[config.mk]
export PLATFORM = sky130hd
export DESIGN_NAME = cpu_axi_data_master
export DESIGN_NICKNAME = d
export VERILOG_FILES = /design/src/rtl/cpu_axi_data_master.sv
export SDC_FILE = /design/constraint.sdc
export NUM_CORES = 1
export LEC_CHECK = 0
export BUFFER_PORTS_ARGS = -buffer_cell sky130_fd_sc_hd__buf_2
export CELL_PAD_IN_SITES_DETAIL_PLACEMENT = 1
export CELL_PAD_IN_SITES_GLOBAL_PLACEMENT = 2
export CORE_MARGIN = 2
export CORE_UTILIZATION = 26
export CTS_CLUSTER_DIAMETER = 60
export DETAILED_ROUTE_END_ITERATION = 6
export PLACE_DENSITY_LB_ADDON = 0.05
export SYNTH_ARGS = -nofsm -noshare
export SYNTH_HDL_FRONTEND = slang
export SYNTH_SLANG_ARGS = --single-unit
[constraint.sdc]
create_clock -name clk -period 3 [get_ports clk]
set_clock_uncertainty 0.1 [all_clocks]
set_input_delay 0.3 -clock clk [delete_from_list [all_inputs] [get_ports clk]]
set_output_delay 0.3 -clock clk [all_outputs]
set_load 0.02 [all_outputs]
[src/rtl/cpu_axi_data_master.sv]
// rtl/cpu_axi_data_master.sv - single-word CPU memory request to AXI4 single-beat master
module cpu_axi_data_master #(
    parameter int              ID_W      = 4,
    parameter logic [ID_W-1:0] MASTER_ID = '0,
    parameter bit              WRITE_EN  = 1'b1
) (
    input  logic            clk,
    input  logic            rst,
    input  logic            req_read,
    input  logic            req_write,
    input  logic [31:0]     req_addr,
    input  logic [3:0]      req_web,
    input  logic [31:0]     req_wdata,
    input  logic            other_stall,
    output logic [31:0]     rdata,
    output logic            stall,
    output logic            bus_err,
    output logic [ID_W-1:0] ARID,
    output logic [31:0]     ARADDR,
    output logic [7:0]      ARLEN,
    output logic [2:0]      ARSIZE,
    output logic [1:0]      ARBURST,
    output logic            ARVALID,
    input  logic            ARREADY,
    input  logic [ID_W-1:0] RID,
    input  logic [31:0]     RDATA,
    input  logic [1:0]      RRESP,
    input  logic            RLAST,
    input  logic            RVALID,
    output logic            RREADY,
    output logic [ID_W-1:0] AWID,
    output logic [31:0]     AWADDR,
    output logic [7:0]      AWLEN,
    output logic [2:0]      AWSIZE,
    output logic [1:0]      AWBURST,
    output logic            AWVALID,
    input  logic            AWREADY,
    output logic [31:0]     WDATA,
    output logic [3:0]      WSTRB,
    output logic            WLAST,
    output logic            WVALID,
    input  logic            WREADY,
    input  logic [ID_W-1:0] BID,
    input  logic [1:0]      BRESP,
    input  logic            BVALID,
    output logic            BREADY
);

    typedef enum logic [2:0] {
        IDLE,
        RD_ADDR,
        RD_DATA,
        WR_REQ,
        WR_RESP,
        DONE
    } state_t;

    state_t      state;
    state_t      state_nxt;
    logic [31:0] addr_q;
    logic [31:0] wdata_q;
    logic [3:0]  strb_q;
    logic        aw_done;
    logic        w_done;
    logic        r_hit;
    logic        b_hit;
    logic        issue;
    logic        unused_ok;

    // Responses carrying another master's ID are not ours to complete on.
    assign r_hit = RVALID && (RID == MASTER_ID);
    assign b_hit = BVALID && (BID == MASTER_ID);
    assign issue = req_read || (req_write && WRITE_EN);

    assign ARID    = MASTER_ID;
    assign ARADDR  = addr_q;
    assign ARLEN   = 8'd0;
    assign ARSIZE  = 3'b010;
    assign ARBURST = 2'b01;
    assign AWID    = MASTER_ID;
    assign AWADDR  = addr_q;
    assign AWLEN   = 8'd0;
    assign AWSIZE  = 3'b010;
    assign AWBURST = 2'b01;
    assign WDATA   = wdata_q;
    assign WSTRB   = strb_q;
    assign WLAST   = WRITE_EN;

    assign unused_ok = ^{RLAST, RRESP[0], BRESP[0]};

    always_ff @(posedge clk or negedge rst) begin
        if (!rst) begin
            state <= IDLE;
        end else begin
            state <= state_nxt;
        end
    end

    always_comb begin
        state_nxt = state;
        stall     = 1'b0;
        ARVALID   = 1'b0;
        RREADY    = 1'b0;
        AWVALID   = 1'b0;
        WVALID    = 1'b0;
        BREADY    = 1'b0;
        case (state)
            IDLE: begin
                if (req_read) begin
                    stall     = 1'b1;
                    state_nxt = RD_ADDR;
                end else if (req_write && WRITE_EN) begin
                    stall     = 1'b1;
                    state_nxt = WR_REQ;
                end
            end
            RD_ADDR: begin
                stall   = 1'b1;
                ARVALID = 1'b1;
                if (ARREADY) begin
                    state_nxt = RD_DATA;
                end
            end
            RD_DATA: begin
                RREADY = 1'b1;
                if (r_hit) begin
                    state_nxt = other_stall ? DONE : IDLE;
                end else begin
                    stall = 1'b1;
                end
            end
            WR_REQ: begin
                stall   = 1'b1;
                AWVALID = WRITE_EN && !aw_done;
                WVALID  = WRITE_EN && !w_done;
                if ((aw_done || AWREADY) && (w_done || WREADY)) begin
                    state_nxt = WR_RESP;
                end
            end
            WR_RESP: begin
                BREADY = WRITE_EN;
                if (b_hit) begin
                    state_nxt = other_stall ? DONE : IDLE;
                end else begin
                    stall = 1'b1;
                end
            end
            DONE: begin
                // The core is still frozen by the other port; its request is stale.
                if (!other_stall) begin
                    state_nxt = IDLE;
                end
            end
            default: state_nxt = IDLE;
        endcase
        if (!rst) begin
            stall = 1'b0;
        end
    end

    always_ff @(posedge clk or negedge rst) begin
        if (!rst) begin
            addr_q  <= 32'd0;
            wdata_q <= 32'd0;
            strb_q  <= 4'd0;
            rdata   <= 32'd0;
            bus_err <= 1'b0;
            aw_done <= 1'b0;
            w_done  <= 1'b0;
        end else begin
            bus_err <= 1'b0;
            if (state == IDLE && issue) begin
                addr_q  <= req_addr;
                wdata_q <= req_wdata;
                strb_q  <= ~req_web;
            end
            if (state == RD_DATA && r_hit) begin
                rdata   <= RDATA;
                bus_err <= RRESP[1];
            end
            if (state == WR_RESP && b_hit) begin
                bus_err <= BRESP[1];
            end
            if (state == WR_REQ) begin
                if (AWVALID && AWREADY) begin
                    aw_done <= 1'b1;
                end
                if (WVALID && WREADY) begin
                    w_done <= 1'b1;
                end
            end else begin
                aw_done <= 1'b0;
                w_done  <= 1'b0;
            end
        end
    end

endmodule

## Word level (Yosys, flattened, before mapping)

Index checks and enable logic that the tools add are counted.

| word-level totals | value |
|---|---|
| register bits | 106 |
| output and inout port bits | 174 |
| logic and storage cells | 66 |
| input port bits | 123 |

| operators by class | value |
|---|---|
| eq/ne operators | 13 |
| reduce and logical (&&, ||, !) cells | 18 |
| muxes and demuxes | 26 |
| bitwise operators | 1 |

Operators with widths:

| cell | number |
|---|---|
| 2-to-1 mux 3 bit | 8 |
| case mux 3 bit (6 select lines) | 1 |
| 2-to-1 mux 1 bit | 16 |
| inequality test 2 bit (second input constant) | 5 |
| logical AND 1 bit | 8 |
| zero test 4 bit | 2 |
| equality test 3 x 2 -> 1 bit (second input constant) | 2 |
| equality test 3 bit (second input constant) | 2 |
| AND reduction 6 bit | 1 |
| inequality test 2 x 1 -> 1 bit (second input constant) | 2 |
| inverter 4 bit | 1 |
| case mux 1 bit (4 select lines) | 1 |
| equality test 3 x 1 -> 1 bit (second input constant) | 1 |
| zero test 3 bit | 1 |
| logical OR 1 bit | 3 |
| inequality test 3 bit (second input constant) | 1 |
| zero test 1 bit | 2 |
| OR reduction 2 bit | 1 |

## Logic depth before layout (Yosys ltp)

| logic depth | value |
|---|---|
| depth after elaboration | 5 |
| depth in mapped cells | 6 |
| gate-level depth less buffers | 5 |

## Least setup slack after synthesis

Ideal clock, no wire load.

| path | value |
|---|---|
| path kind | reg-to-output |
| from | reg state[0] |
| to | out stall |
| required time | 2.600 ns |
| slack | 0.924 ns |
| buffers on the path | 0 |
| stages on the path, launching flop included | 5 |
| arrival time | 1.676 ns |
| path through | dfrtp_1 -> nor3b_1 -> a21bo_2 -> o21ai_0 -> o311a_1 |

| on the way | value |
|---|---|
| word-level cells in the longest chain between the ends | 4 |
| elaborated cells on any way between the ends | 8 |
| those cells by class | eq/ne (4); mux (2); reduce/logical (2) |

RTL lines:

| item | RTL line | text |
|---|---|---|
| start: declaration | 58 | `state_t state;` |
| start signal: assignment | 95 | `state <= state_nxt;` |
| equality test 3 x 2 -> 1 bit or equality test 3 x 1 -> 1 bit (tied branches) | 107 | `case (state)` |
| OR reduction 2 bit (no line) | - |  |
| case mux 1 bit (4 select lines) * | 107 |  |
| 2-to-1 mux 1 bit * | 156 | `if (!rst) begin` |
| end: declaration | 16 | `output logic stall,` |

Every way passes the cells marked *; elsewhere a longest branch is shown, timed or not.

## Worst setup path after layout

| path | value |
|---|---|
| from | reg state[1] |
| to | out stall |

The elaborated chain is that of the path after synthesis.

==> impl_metrics.json <==
{
  "io_pins": 297,
  "setup_viol": 0,
  "holdWs_ns": 0.0269,
  "min_period_ns": 2.51,
  "syn2layout_area_growth_pct": 29.0,
  "start_util_pct": 26.7,
  "dieArea_um2": 19700,
  "period_share_pct": 83.8,
  "post-route-cell-area_um2": 6240,
  "cts_sinks": 106,
  "nNetsFinal": 814,
  "cts.repair.resized": 0,
  "grt_pass1_wl_mm": 22.2,
  "worstSetupPathType": "register to output pin",
  "drt-pass1-iter-count": 6,
  "use_met1_pct": 17.5,
  "end_kind": "output pin",
  "cts_setup_buffers": 0,
  "power.total_mw": 7.03,
  "clockBufferDepth": 2,
  "busiest_layer": "met2",
  "postPlaceCellArea_um2": 5960,
  "slew_headroom_pct": 45.0,
  "drc": 0,
  "grt_pass1_vias": 3891,
  "yosysUniqueCellTypes": 32,
  "fp.dieW_um": 140,
  "cp_num_buf_inv": 1,
  "fp.dieH_um": 140,
  "synth_xor_area_share_pct": 0,
  "tns_ns": 0,
  "core_um2": 18100,
  "netlist_area_um2": 4840,
  "synth_simple_gate_area_share_pct": 17.8,
  "crit_required_ns": 2.60,
  "drtIter0Drc": 114,
  "cts_inserted_buffers": 9,
  "synth-seq-area-share_pct": 54.9,
  "syn_inst": 472,
  "p_leak_nw": 3.63,
  "ant_nets": 0,
  "met3_usage_pct": 3.28,
  "grt_use_met2_pct": 25.9,
  "outcome": "complete, no violations",
  "synth_mux_area_share_pct": 9.70,
  "cts_tree": "built",
  "synth-adder-area-share_pct": 0.207,
  "layout_commonest_cell": "buf_2",
  "hpwlAfterDp_mm": 10.4,
  "finalHoldViolCount": 0,
  "routedWlPerCell_um": 15.6,
  "yosysTopAreaCell": "dfrtp_1",
  "vias": 3833,
  "syn_avg_cell_area_um2": 10.2,
  "cts-root-buf": "clkbuf_16",
  "max-vdd-ir-drop_mv": 0.440,
  "wl_mm": 14.4,
  "n_antenna_cell": 0,
  "cp_max_fo": 15,
  "insertion_delay_ns": 0.35,
  "cp_cell_sequence": "nor3b_1 -> a21bo_2 -> o21ai_0 -> o311a_1 -> buf_2",
  "final_core_utilization_pct": 34.5,
  "worst_pin_slew_ns": 0.825,
  "fmax_mhz": 398,
  "synth-compound-area-share_pct": 3.21,
  "ys_ff_latch": 106,
  "clk_pin_slew_worst_paths_ns": 0.07,
  "rsz0062_at_grt": "no",
  "crit_path_start_kind": "register",
  "synth.area.top_cells": "dfrtp_1 55%, nand2_1 15%, buf_4 10%, mux2_4 9.0%, buf_2 1.4%",
  "cts_hold_buf": 1,
  "grt_max_degree": 107,
  "most-common-layout-cells": "257 x buf_2, 198 x nand2_1, 106 x dfrtp_1",
  "portBuffers": 258,
  "htree_levels": 3,
  "ys_warn_count": 0,
  "antenna_found_initial": 0,
  "grtUsageTotal_pct": 14.5,
  "synth_top_family_by_area": "simple AND/OR/NAND/NOR gates",
  "num_rows": 49,
  "maxCapViolations": 0,
  "layout-drive-gt1-share_pct": 44.8,
  "slew_violations": 0,
  "yosysTopAreaCellShare_pct": 54.9,
  "cp.arrival_ns": 2.11,
  "hold_class": "primary input to register",
  "grt_overflow": 0,
  "slowest_delay_ns": 0.67,
  "gp_congestion": 0.751,
  "crit_family": "flip-flops",
  "worst_path_max_delay_cell": "dfrtp_1",
  "p_per_area_nw_per_um2": 1130,
  "vias_per_cell": 4.14
}
==> final timing paths <==
check	from	end	slack, ns	cells past startpoint
min reg2reg	WDATA[15]	WDATA[15]	0.37	2
min in group asynchronous	rst	rdata[1]	0.46	3
max	state[1]	stall	0.49	5
max in group asynchronous	rst	WDATA[26]	1.83	3
min	req_web[3]	WSTRB[3]	0.03	2
max reg2reg	state[1]	rdata[29]	0.70	4
==> sequential cells by signal, summed over array words and instances (netlist names) <==
signal / count
ARADDR: 32
WDATA: 32
rdata: 32
WSTRB: 4
state: 3
aw_done: 1
bus_err: 1
w_done: 1
==> metrics by stage <==
step	std cells	setup slack, ns
2_1_floorplan	505	0.924
3_3_place_gp	908	0.826
3_5_place_dp	908	0.733
4_1_cts	925	0.452
5_1_grt	925	0.319
6_report	925	0.487
==> cell type report <==
class / instances / area (µm²)
multi-input cells: 306 / 1630
clock buffers: 12 / 236
fillers: 2160 / 11800
repair buffers: 264 / 1380
clock inverters: 4 / 36.3
flip-flops and latches: 106 / 2650
inverters: 4 / 15.0
well taps: 229 / 287
==> cell usage after synthesis (all sizes together) <==
master     n
nand2    198
o21ai      9
o221ai     1
mux2      32
a21bo      1
nor2b      1
clkbuf     3
inv        4
o2111ai    1
a32o       1
a21o       3
and2       1
o31ai      1
a2111oi    1
nor3       3
o311a      1
conb       2
and3       1
nor2       8
nand3      1
nor3b      1
or4        2
maj3       1
buf       86
dfrtp    106
nor4       3
==> power breakdown <==
group | internal, mW | switching, mW
registers | 2.05 | 0.427
logic | 1.17 | 2.25
clock network | 0.575 | 0.558
==> worst reg2reg max path: cells and delay by family (launching register included) <==
kind	cells	cell delay [ns]
buf+inv	1	0.27
flops	1	0.67
mux	1	0.31
simple gates	2	0.82
==> logic make-up (layout without fill, tap and decap cells) <==
group | count (synthesis) | count (layout)
AND/OR/NAND/NOR | 219 | 219
flip-flops | 106 | 106
buffers and inverters | 93 | 284
multiplexers | 32 | 32
AO/OA/AOI/OAI | 19 | 19
other | 2 | 35
adder cells (fa/ha/maj) | 1 | 1
==> per-layer routing <==
| layer | vias to the layer above | wire length [µm] |
|---|---|---|
| met5 | - | 0 |
| li1 | 1819 | - |
| met2 | 149 | 7420 |
| met1 | 1852 | 5940 |
| met4 | 0 | 206 |
| met3 | 13 | 859 |
Power figures use the tool's default switching activity.
